--- config.mk ---
export PLATFORM = sky130hd
export DESIGN_NAME = ram_load_assembler
export DESIGN_NICKNAME = d
export VERILOG_FILES = /design/src/rtl/ram_load_assembler.sv
export SDC_FILE = /design/constraint.sdc
export NUM_CORES = 1
export LEC_CHECK = 0
export ABC_CLOCK_PERIOD_IN_PS = 2900
export CAP_MARGIN = 20
export CORE_ASPECT_RATIO = 0.5
export CORE_UTILIZATION = 54
export DETAILED_ROUTE_END_ITERATION = 8
export PLACE_DENSITY = 0.8
export SYNTH_ARGS = -nofsm -noshare
export SYNTH_HDL_FRONTEND = slang
export SYNTH_SLANG_ARGS = --single-unit
export TNS_END_PERCENT = 1
--- constraint.sdc ---
create_clock -name clk -period 2.9 [get_ports clk]
set_input_delay 0.58 -clock clk [delete_from_list [all_inputs] [get_ports clk]]
set_output_delay 0.58 -clock clk [all_outputs]
set_load 0.1 [all_outputs]
--- src/rtl/ram_load_assembler.sv ---
// Byte-serial big-endian load assembler: n = 1/2/4/8 RAM reads, result right-aligned in a quad word.
// Optional sign extension of sub-quad loads is enabled by defining RAM_LOAD_SIGN_EXT_EN.
package pkg_ram;
    localparam int RAM_QUAD_SIZE = 64;
    typedef enum logic [1:0] {
        RAM_BYTE = 2'd0,
        RAM_WORD = 2'd1,
        RAM_LONG = 2'd2,
        RAM_QUAD = 2'd3
    } data_type_t;
endpackage

module ram_load_assembler
    import pkg_ram::*;
#(
    parameter int ADDR_W = 16
) (
    input  logic                     clk,
    input  logic                     rst_n,
    input  logic                     req_valid,
    output logic                     req_ready,
    input  logic [ADDR_W-1:0]        req_addr,
    input  data_type_t               req_type,
`ifdef RAM_LOAD_SIGN_EXT_EN
    input  logic                     req_signed,
`endif
    output logic                     ram_rd_en,
    output logic [ADDR_W-1:0]        ram_addr,
    input  logic [7:0]               ram_rdata,
    output logic                     data_valid,
    output logic [RAM_QUAD_SIZE-1:0] data_out,
    output logic                     misaligned
);

    typedef enum logic [1:0] {IDLE, FETCH, DRAIN, DONE} state_t;

    state_t                   state, state_nxt;
    logic [ADDR_W-1:0]        base;
    logic [3:0]               n, n_req, issue_cnt;
    logic                     sgn;
    logic                     rd_d;
    logic                     aligned_req;
    logic [RAM_QUAD_SIZE-1:0] acc, acc_shift;

    always_comb begin
        case (req_type)
            RAM_BYTE: n_req = 4'd1;
            RAM_WORD: n_req = 4'd2;
            RAM_LONG: n_req = 4'd4;
            default:  n_req = 4'd8;
        endcase
    end

    assign aligned_req = ((req_addr & ADDR_W'(n_req - 4'd1)) == '0);
    assign req_ready   = (state == IDLE);
    assign acc_shift   = {acc[RAM_QUAD_SIZE-9:0], ram_rdata};

    function automatic logic [RAM_QUAD_SIZE-1:0] extend(input logic [RAM_QUAD_SIZE-1:0] v,
                                                        input logic [3:0] cnt, input logic s);
        logic [RAM_QUAD_SIZE-1:0] r;
        r = v;
        case (cnt)
            4'd1:    r = {{56{s & v[7]}},  v[7:0]};
            4'd2:    r = {{48{s & v[15]}}, v[15:0]};
            4'd4:    r = {{32{s & v[31]}}, v[31:0]};
            default: r = v;
        endcase
        return r;
    endfunction

    always_ff @(posedge clk or negedge rst_n) begin
        if (!rst_n) state <= IDLE;
        else        state <= state_nxt;
    end

    always_comb begin
        state_nxt = state;
        case (state)
            IDLE:    if (req_valid) state_nxt = aligned_req ? FETCH : DONE;
            FETCH:   if (issue_cnt == n) state_nxt = DRAIN;
            DRAIN:   state_nxt = DONE;
            default: state_nxt = IDLE;
        endcase
    end

    // rd_d marks the cycle in which ram_rdata carries the byte requested one cycle earlier.
    always_ff @(posedge clk or negedge rst_n) begin
        if (!rst_n) begin
            base       <= '0;
            n          <= 4'd0;
            issue_cnt  <= 4'd0;
            rd_d       <= 1'b0;
            acc        <= '0;
            ram_rd_en  <= 1'b0;
            ram_addr   <= '0;
            data_valid <= 1'b0;
            data_out   <= '0;
            misaligned <= 1'b0;
        end else begin
            rd_d       <= ram_rd_en;
            data_valid <= 1'b0;
            if (rd_d) acc <= acc_shift;
            case (state)
                IDLE: if (req_valid) begin
                    base      <= req_addr;
                    n         <= n_req;
                    acc       <= '0;
                    issue_cnt <= 4'd1;
                    if (aligned_req) begin
                        ram_rd_en <= 1'b1;
                        ram_addr  <= req_addr;
                    end else begin
                        data_valid <= 1'b1;
                        misaligned <= 1'b1;
                        data_out   <= '0;
                    end
                end
                FETCH: begin
                    if (issue_cnt == n) begin
                        ram_rd_en <= 1'b0;
                    end else begin
                        ram_addr  <= base + ADDR_W'(issue_cnt);
                        issue_cnt <= issue_cnt + 4'd1;
                    end
                end
                DRAIN: begin
                    data_valid <= 1'b1;
                    misaligned <= 1'b0;
                    data_out   <= extend(acc_shift, n, sgn);
                end
                default: ;
            endcase
        end
    end

`ifdef RAM_LOAD_SIGN_EXT_EN
    always_ff @(posedge clk or negedge rst_n) begin
        if (!rst_n)                          sgn <= 1'b0;
        else if (state == IDLE && req_valid) sgn <= req_signed;
    end
`else
    assign sgn = 1'b0;
`endif

endmodule
After elaboration in Yosys (flattened, before gate mapping)
Index checks and enable logic that the tools add are counted.
W data, S select, Z words.

storage, ports and cells
  register bits = 174
  bits in latches = 0
  bits in writable memories = 0
  memory bits (read-only) = 0
  output and inout port bits = 84
  logic and storage cells = 68
  memories = 0

operators by class
  add/sub/neg operators = 3
  multipliers = 0
  div/mod/pow operators = 0
  magnitude comparators = 0
  equality and inequality tests = 13
  shift operators = 0
  mux-type cells = 29
  bitwise gates (word level) = 1
  reductions and logical operators = 11

operators with widths
  cell                   number
  $mux W64               5
  $pmux W64 S3           1
  $pmux W64 S2           1
  $mux W16               3
  $pmux W16 S2           1
  $add A16 B4 Y16        1
  $and A16 B16 Y16       1
  $logic_not A16 Y1      1
  $pmux W4 S3            1
  $mux W4                2
  $ne A2 B2 Y1 const B   4
  $pmux W4 S2            1
  $reduce_and A4 Y1      2
  $mux W1                7
  $mux W2                3
  $pmux W1 S2            3
  $pmux W2 S3            1
  $reduce_and A3 Y1      2
  $sub A4 B1 Y5 const B  1
  $add A4 B1 Y4 const B  1
  $eq A2 B1 Y1 const B   2
  $eq A2 B2 Y1 const B   2
  $eq A4 B1 Y1 const B   1
  $eq A4 B2 Y1 const B   1
  6 further kinds        9

Logic depth before layout (Yosys ltp)
Gate-level depths: netlist of the first run.

  depth after elaboration = 8
  depth in mapped cells = 10
  gate-level depth less buffers = 8

Worst setup path before layout of the first run
Ideal clock, no wire load.

  path type = register to register
  from = reg state[0]
  to = reg data_out[20]
  data arrival time = 2593 ps
  required time = 2831 ps
  setup slack = 239 ps
  stages on the path, launching flop included = 11
  period minus slack after synthesis = 2661 ps
  cells stage by stage = dfrtp_1 > inv_1 > ha_1 > and2_1 > clkbuf_1 > o311a_1 > a221o_1 > buf_2 > buf_6 > nand3_1 > nand2_1

between the ends
  longest elaborated chain between the ends = 3
  elaborated cells between the ends (all ways) = 7
  those cells by class = eq/ne (3); mux (1); reduce/logical (3)

ends and longest elaborated chain
  item                                                          line  RTL
  from (decl)                                                   37    state_t state, state_nxt;
  from (signal assigned)                                        73    else state <= state_nxt;
  $logic_not A2 Y1 (*)                                          -
  net req_ready                                                 21    output logic req_ready,
  $ne A2 B2 Y1 (no line) or $reduce_bool A2 Y1 (tied branches)  -
  $reduce_and A3 Y1 (no line)                                   -
  to (signal assigned)                                          129   data_out <= extend(acc_shift, n, sgn);
  to (decl)                                                     31    output logic [RAM_QUAD_SIZE-1:0] data_out,

Mark *: on every way through the listed nets, which the timed path passes. The rest lies on a longest branch.
A chain may end at the register's enable or synchronous reset.

Worst setup path after layout of the first run
  from = in req_type[1]
  to = reg data_out[1]

between the ends
  longest elaborated chain between the ends = 7
  elaborated cells between the ends (all ways) = 9
  those cells by class = add/sub (1); eq/ne (3); mux (1); bitwise (1); reduce/logical (3)

ends and longest elaborated chain
  item                                  line  RTL
  from (decl)                           23    input data_type_t req_type,
  $eq A2 B2 Y1 (tied with other cells)  46    case (req_type)
  $pmux W4 S3 (*)                       46
  $sub A4 B1 Y5 (*)                     54    assign aligned_req = ((req_addr & ADDR_W'(n_req - 4'd1)) == '0);
  $and A16 B16 Y16 (*)                  54
  $logic_not A16 Y1 (*)                 54
  $ne A2 B2 Y1 (no line) (*)            -
  $reduce_and A3 Y1 (no line) (*)       -

Mark *: on every way between the ends. The rest lies on a longest branch, timed or not.

==> results of run 1 <==
## logic make-up (layout without fill, tap and decap cells)
group,count (synthesis),in the layout
flops,166,166
simple gates,352,352
mux,71,71
compound gates,85,85
xor+xnor,10,10
fa+ha+maj,11,11
buf+inv,64,187
## worst paths after layout
| path | start | endpoint | slack [ns] | depth (start not counted) |
|---|---|---|---|---|
| min in group clk | ram_rd_en | rd_d | 0.44 | 0 |
| worst max-delay path | req_type[1] | data_out[1] | 0.36 | 10 |
| max in group asynchronous | rst_n | ram_addr[7] | 2.02 | 2 |
| worst max register to register | issue_cnt[0] | ram_addr[14] | 0.58 | 8 |
| worst min-delay path | rst_n | acc[23] | 0.16 | 1 |
| worst min register to register | ram_rd_en | rd_d | 0.44 | 0 |
## state kept, by name (all words and copies together) (netlist names)
| name | cells |
|---|---|
| issue_cnt | 4 |
| rd_d | 1 |
| data_out | 64 |
| data_valid | 1 |
| ram_rd_en | 1 |
| ram_addr | 16 |
| base | 16 |
| state | 2 |
| acc | 56 |
| misaligned | 1 |
| n | 4 |
## stage by stage
step | std cells | area, um^2 | setup TNS (ns) | setup WS, ns | hold WS (ns)
final | 1074 | 9419 | 0 | 0.3577 | 0.1560
after global routing | 1074 | 9419 | 0 | 0.2352 | 0.2201
after CTS | 1074 | 9419 | 0 | 0.3662 | 0.1904
after detailed placement | 1042 | 8797 | -0.2364 | -0.05615 | 0.4296
after global placement | 1042 | 8797 | 0 | 0.02037 | 0.4172
after floorplan | 759 | 7571 | 0 | 0.2385 | 0.2844
## layout by cell type (no fill, tap or decap), types with 5 or more instances in the layout
cell and instances:
ha_1 10, mux2_4 10, nand2_1 126, dfrtp_1 165, a31oi_1 18, mux2i_1 58
clkinv_4 5, o21ai_0 15, nand3_1 119, xnor2_1 5, inv_1 13, xor2_1 5
buf_4 108, nor2b_1 7, clkbuf_16 17, nor2_1 71, clkdlybuf4s50_1 27, a21oi_1 23
buf_12 6
## cells in the mapped netlist (7+ instances only)
cell type	number	area share
nand2_1	127	0.063
dfrtp_1	166	0.55
ha_1	10	0.017
inv_1	13	0.0064
a31oi_1	18	0.015
buf_1	11	0.0055
o21ai_0	15	0.0099
buf_2	9	0.0059
nand3_1	119	0.079
mux2i_1	58	0.077
nor2_1	71	0.035
a21oi_1	23	0.015
mux2_4	10	0.020
nor2b_1	7	0.0058
clkbuf_1	25	0.012
## routing by layer
| metal | wire, um | vias up |
|---|---|---|
| met3 | 745 | 26 |
| met5 | 0 | - |
| li1 | - | 2841 |
| met4 | 265 | 0 |
| met1 | 8344 | 3002 |
| met2 | 8606 | 168 |
## worst max-delay path, stage by stage
cell	delay, ns
clkdlybuf4s50_1	0.44
or2_2	0.31
ha_1	0.30
nor2b_1	0.05
a221o_1	0.31
buf_4	0.17
o21ai_4	0.21
buf_12	0.24
a31oi_1	0.12
a21oi_1	0.15
## final cells by class
class	count	area, um^2	area share
clock inverter	14	192.7	0.02046
timing repair buffer	142	1212	0.1287
tap	192	240.2	0.02550
sequential	166	4155	0.4412
inverter	13	48.80	0.005181
clock buffer	18	429.2	0.04556
multi-input combinational	529	3141	0.3334
==> results.py, run 1 <==
metrics = {
    "status": {
        "status": "finished clean",
    },
    "routing": {
        "drt_iter0_drc": 380,
        "routed_wl_mm": 17.96,
        "antenna_left": 0,
        "drt_first_pass_iters": 7,
        "vias": 6037,
        "avgViaCountPerCell": 5.621,
        "drc": 0,
        "routedWlPerCell_um": 16.72,
    },
    "global_route": {
        "met1_usage": 0.3713,
        "grt_pass1_vias": 5817,
        "grt_use_met2": 0.4194,
        "antenna_found_initial": 0,
        "grt_max_degree": 74,
        "grtUsageTotal": 0.2625,
        "grt_pass1_wl_mm": 29.74,
        "use_met3": 0.04845,
        "grt-ovfl-total": 0,
        "busiest_layer": "met2",
    },
    "placed_design": {
        "gp_congestion": 0.8495,
        "numPortBuffers": 112,
        "dp_hpwl_mm": 12.04,
    },
    "sta": {
        "finalSetupViolCount": 0,
        "fmax_mhz": 393.3,
        "hold_viol": 0,
        "relSlewSlack": 0.4602,
        "slew_violations": 0,
        "period_needed_ns": 2.542,
        "final.period_utilization": 0.8766,
        "rsz0062_at_grt": "false",
        "tightestPinTransition_ns": 0.8059,
        "fin_worst_skew_ns": 0.008457,
    },
    "floorplan": {
        "die-area_um2": 14530,
        "die_h_um": 85.73,
        "start_util": 0.5556,
        "boundaryPins": 113,
        "core.rowCount": 30,
        "core_um2": 13630,
        "die_w_um": 169.5,
    },
    "yosys": {
        "synth_warnings": 0,
        "ys_seq_area_frac": 0.5487,
        "yosys.area_share.simple": 0.2069,
        "synth_top_family_by_area": "simple AND/OR/NAND/NOR gates",
        "async_flop_share": 1.000,
        "synth_edf_count": 0,
        "synth_compound_area_frac": 0.07404,
        "ys_ff_latch": 166,
        "synth_adder_area_share": 0.01917,
        "syn_nets": 799,
        "synth.area.mux_share": 0.1010,
        "synth-xor-area-share": 0.01157,
        "ys_types": 50,
        "synthCells": 759,
        "synth_area_per_cell_um2": 9.975,
        "synth_flop_cell": "dfrtp_1",
        "netlist_area_um2": 7571,
    },
    "worst_hold_path": {
        "min_path_type": "input pin to asynchronous set/reset pin",
    },
    "setup_path": {
        "path_max_fanout": 41,
        "crit_type": "input pin to flip-flop",
        "required_ns": 3.25,
        "start_kind": "input pin",
        "end_kind": "flip-flop",
        "arrival_ns": 2.89,
    },
    "clock_network": {
        "cts_tree": "yes",
        "cts_sinks": 166,
        "clkTransAtPathRegs_ns": 0.07,
        "clock_latency_ns": 0.43,
        "postCtsHoldBufs": 0,
        "cts_buffers": 17,
        "cts_resized": 0,
        "cts_buffer_depth": 2,
        "htreeDepth": 4,
        "root_buffer": "clkbuf_16",
        "post_cts_buffers": 0,
    },
    "finish": {
        "postLayoutCoreUtil": 0.6913,
        "final_layout_size_suffix_gt1_frac": 0.1950,
        "syn_to_final_growth_pct": 24.41,
        "fillers": 1023,
        "nets": 909,
        "insertedDiodeCount": 0,
    },
    "job": {
        "maxCapViolations": 0,
    },
}
Power of run 1 is left out: the tool's default activity adds up to more than one toggle a clock period on the data nets, which glitch-free logic cannot reach.
==> inputs of run 2 (changes only) <==
CORE_UTILIZATION = 24   (was 54)
PLACE_DENSITY = default   (was 0.8)
==> results.py, run 2 (synthesized netlist as in run 1, its figures left out) <==
metrics = {
    "global_route": {
        "grtUsageTotal": 0.1296,
        "grt_max_degree": 78,
        "antenna_found_initial": 0,
        "grt-ovfl-total": 0,
        "grt_pass1_wl_mm": 32.64,
        "grt_pass1_vias": 5946,
    },
    "finish": {
        "final_layout_size_suffix_gt1_frac": 0.1977,
        "nets": 912,
        "top_regs": "data_out: 64 flops, acc: 56 flops",
        "largest_reg_flops": 64,
        "final_common_cell": "dfrtp_1",
        "insertedDiodeCount": 0,
        "syn_to_final_growth_pct": 28.51,
        "final_cell_mix": "dfrtp_1, nand2_1, nand3_1",
        "top_register": "data_out",
    },
    "setup_path": {
        "arrival_ns": 2.87,
        "start_kind": "input pin",
        "critPathSlowestCell": "or4_1",
        "path_max_fanout": 21,
        "cp_slowest_stage_delay_ns": 0.63,
        "end_kind": "flip-flop",
        "crit_type": "input pin to flip-flop",
        "path_cells": "clkdlybuf4s50_1, or4_1, o31a_1, buf_4, o21ai_4, buf_12, buf_12, nand2_1, a21oi_1",
        "crit_top_cell": "buf_12",
        "required_ns": 3.25,
    },
    "placed_design": {
        "dp_hpwl_mm": 14.18,
        "numPortBuffers": 112,
        "gp_congestion": 0.7924,
    },
    "worst_hold_path": {
        "min_path_type": "input pin to asynchronous set/reset pin",
    },
    "clock_network": {
        "cts_tree": "yes",
        "root_buffer": "clkbuf_16",
        "cts_resized": 0,
        "cts_buffer_depth": 2,
        "postCtsHoldBufs": 0,
        "post_cts_buffers": 0,
        "cts_buffers": 17,
        "clkTransAtPathRegs_ns": 0.07,
        "cts_sinks": 166,
        "clock_latency_ns": 0.43,
        "htreeDepth": 4,
    },
    "routing": {
        "avgViaCountPerCell": 4.493,
        "drt_iter0_drc": 391,
        "drt_first_pass_iters": 5,
        "drc": 0,
        "antenna_left": 0,
        "routed_wl_mm": 20.22,
        "vias": 5877,
        "routedWlPerCell_um": 15.46,
    },
    "sta": {
        "final.period_utilization": 0.8701,
        "period_needed_ns": 2.523,
        "fin_worst_skew_ns": 0.01222,
        "finalSetupTns_ns": 0,
        "slew_violations": 0,
        "rsz0062_at_grt": "false",
        "fmax_mhz": 396.3,
        "relSlewSlack": 0.4277,
        "hold_viol": 0,
        "tightestPinTransition_ns": 0.8585,
        "finalSetupViolCount": 0,
    },
    "floorplan": {
        "start_util": 0.2467,
        "die_h_um": 127.6,
        "die-area_um2": 32300,
        "core.rowCount": 45,
        "die_w_um": 253.2,
        "boundaryPins": 113,
        "core_um2": 30690,
    },
    "job": {
        "maxCapViolations": 0,
    },
    "status": {
        "status": "finished clean",
    },
}
run 2: stage by stage:
step	instance area (um^2)	worst slack [ns]	instances	util	hold slack, ns
detailed placement	9146	-0.08999	1276	0.2981	0.4803
finish	9729	0.3767	1308	0.3171	0.1507
global route	9729	0.2831	1308	0.3171	0.1979
global placement	9146	0.007171	1276	0.2981	0.4730
CTS	9729	0.3677	1308	0.3171	0.1698
floorplan	7571	0.2385	759	-	0.2844
run 2: worst max-delay path, delay by kind of cell:
| family | cells | cell delay [ns] |
|---|---|---|
| AO/OA/AOI/OAI | 3 | 0.67 |
| buffers and inverters | 4 | 0.92 |
| AND/OR/NAND/NOR | 2 | 0.69 |
run 2: worst paths after layout:
path                         startpoint      endpoint  slack (ns)  cells past startpoint
max in group asynchronous         rst_n   data_out[8]        2.02                      2
max                         req_addr[7]   data_out[6]        0.38                      9
min in group clk           data_out[35]  data_out[35]        0.49                      2
min                               rst_n   ram_addr[0]        0.15                      1
max reg2reg                issue_cnt[0]  ram_addr[14]        0.46                      8
min reg2reg                data_out[35]  data_out[35]        0.49                      2
run 2: layout make-up:
type | count | area [um^2]
clock buffers | 18 | 429.2
clock inverters | 14 | 153.9
fillers | 3139 | 20960
inverters | 13 | 48.80
multi-input cells | 529 | 3141
flip-flops and latches | 166 | 4155
well taps | 423 | 529.3
repair buffers | 145 | 1272
run 2: routing by layer:
layer | wire [um] | vias up | track usage
li1 | - | 2850 | -
met1 | 9014 | 2927 | 0.1627
met2 | 10140 | 77 | 0.2198
met3 | 674 | 23 | 0.02995
met4 | 388 | 0 | 0.04385
met5 | 0 | - | 0
Power of run 2 is left out for the same reason.
==> inputs of run 3 (changes only) <==
PLACE_DENSITY = 0.41   (was default)
==> results.py, run 3 (synthesized netlist as in run 1, its figures left out) <==
metrics = {
    "status": {
        "status": "finished clean",
    },
    "floorplan": {
        "boundaryPins": 113,
        "die_h_um": 127.6,
        "core_um2": 30690,
        "start_util": 0.2467,
        "die-area_um2": 32300,
        "die_w_um": 253.2,
        "core.rowCount": 45,
    },
    "sta": {
        "fmax_mhz": 405.4,
        "slew_violations": 0,
        "finalSetupTns_ns": 0,
        "final.period_utilization": 0.8505,
        "period_needed_ns": 2.466,
        "rsz0062_at_grt": "false",
        "relSlewSlack": 0.4959,
        "fin_worst_skew_ns": 0.009897,
        "hold_viol": 0,
        "finalSetupViolCount": 0,
        "tightestPinTransition_ns": 0.7527,
    },
    "clock_network": {
        "htreeDepth": 4,
        "cts_resized": 0,
        "clock_latency_ns": 0.44,
        "postCtsHoldBufs": 0,
        "cts_tree": "yes",
        "cts_buffers": 17,
        "cts_sinks": 166,
        "root_buffer": "clkbuf_16",
        "cts_buffer_depth": 2,
        "clkTransAtPathRegs_ns": 0.06,
        "post_cts_buffers": 0,
    },
    "setup_path": {
        "path_max_fanout": 39,
        "end_kind": "flip-flop",
        "start_kind": "input pin",
        "r2r-start": "issue_cnt[0]",
        "startpoint": "req_addr[7]",
        "arrival_ns": 2.83,
        "crit_type": "input pin to flip-flop",
        "required_ns": 3.26,
    },
    "routing": {
        "avgViaCountPerCell": 4.470,
        "routed_wl_mm": 21.60,
        "drt_iter0_drc": 397,
        "drt_first_pass_iters": 6,
        "drc": 0,
        "routedWlPerCell_um": 16.40,
        "vias": 5887,
        "antenna_left": 0,
    },
    "finish": {
        "regArea_um2": 4155,
        "syn_to_final_growth_pct": 28.77,
        "fillers": 3188,
        "nets": 921,
        "final_common_cell": "dfrtp_1",
        "final_layout_size_suffix_gt1_frac": 0.2036,
        "multi_input_area_um2": 3141,
        "insertedDiodeCount": 0,
        "top_regs": "data_out: 64 flops, acc: 56 flops",
        "top_register": "data_out",
        "largest_reg_flops": 64,
        "final_cell_mix": "dfrtp_1, nand2_1, nand3_1, buf_4, nor2_1",
    },
    "placed_design": {
        "dp_hpwl_mm": 14.75,
        "numPortBuffers": 112,
        "gp_congestion": 0.7465,
    },
    "global_route": {
        "grt_pass1_vias": 6018,
        "grt_max_degree": 65,
        "grt_use_met2": 0.2282,
        "grtUsageTotal": 0.1392,
        "grt_pass1_wl_mm": 34.36,
        "grt-ovfl-total": 0,
        "use_met3": 0.02486,
        "busiest_layer": "met2",
        "antenna_found_initial": 0,
        "met1_usage": 0.1841,
    },
    "job": {
        "maxCapViolations": 0,
    },
    "worst_hold_path": {
        "min_path_type": "input pin to asynchronous set/reset pin",
    },
}
## run 3: worst paths after layout
kind,endpoint,slack (ns),depth (start not counted)
min in group clk,rd_d,0.48,0
worst max-delay path,data_out[7],0.43,8
worst max register to register,ram_addr[14],0.46,8
worst min register to register,rd_d,0.48,0
worst min-delay path,ram_addr[3],0.07,1
max in group asynchronous,data_out[33],2.14,2
## run 3: metal layers
metal | share of wire | vias up
met5 | 0 | -
met4 | 0.013 | 0
met3 | 0.020 | 20
met2 | 0.49 | 61
met1 | 0.48 | 2945
li1 | - | 2861
## run 3: cell type report
type	instances	share of cell area
Sequential cell	166	0.4262
Timing Repair Buffer	154	0.1349
Clock buffer	22	0.04761
Tap cell	423	0.05429
Multi-Input combinational cell	529	0.3221
Clock inverter	10	0.009882
Inverter	13	0.005005
## run 3: stage by stage
step                      std cells  area (um^2)  setup WS [ns]  hold slack (ns)  utilization
after floorplan                 759         7571         0.2385           0.2844            -
after detailed placement       1285         9189       -0.06488           0.4779       0.2995
final                          1317         9749         0.4336          0.06793       0.3177
after global placement         1285         9189       -0.02188           0.4704       0.2995
after CTS                      1317         9749         0.4196          0.06995       0.3177
after global routing           1317         9749         0.2883          0.08985       0.3177
## run 3: critical path, stage by stage
cell             delay [ns]
clkdlybuf4s50_1        0.41
or4_1                  0.63
o31a_1                 0.37
buf_4                  0.16
o21ai_4                0.18
buf_12                 0.24
a31oi_1                0.11
a21oi_1                0.13
Power of run 3 is left out for the same reason.
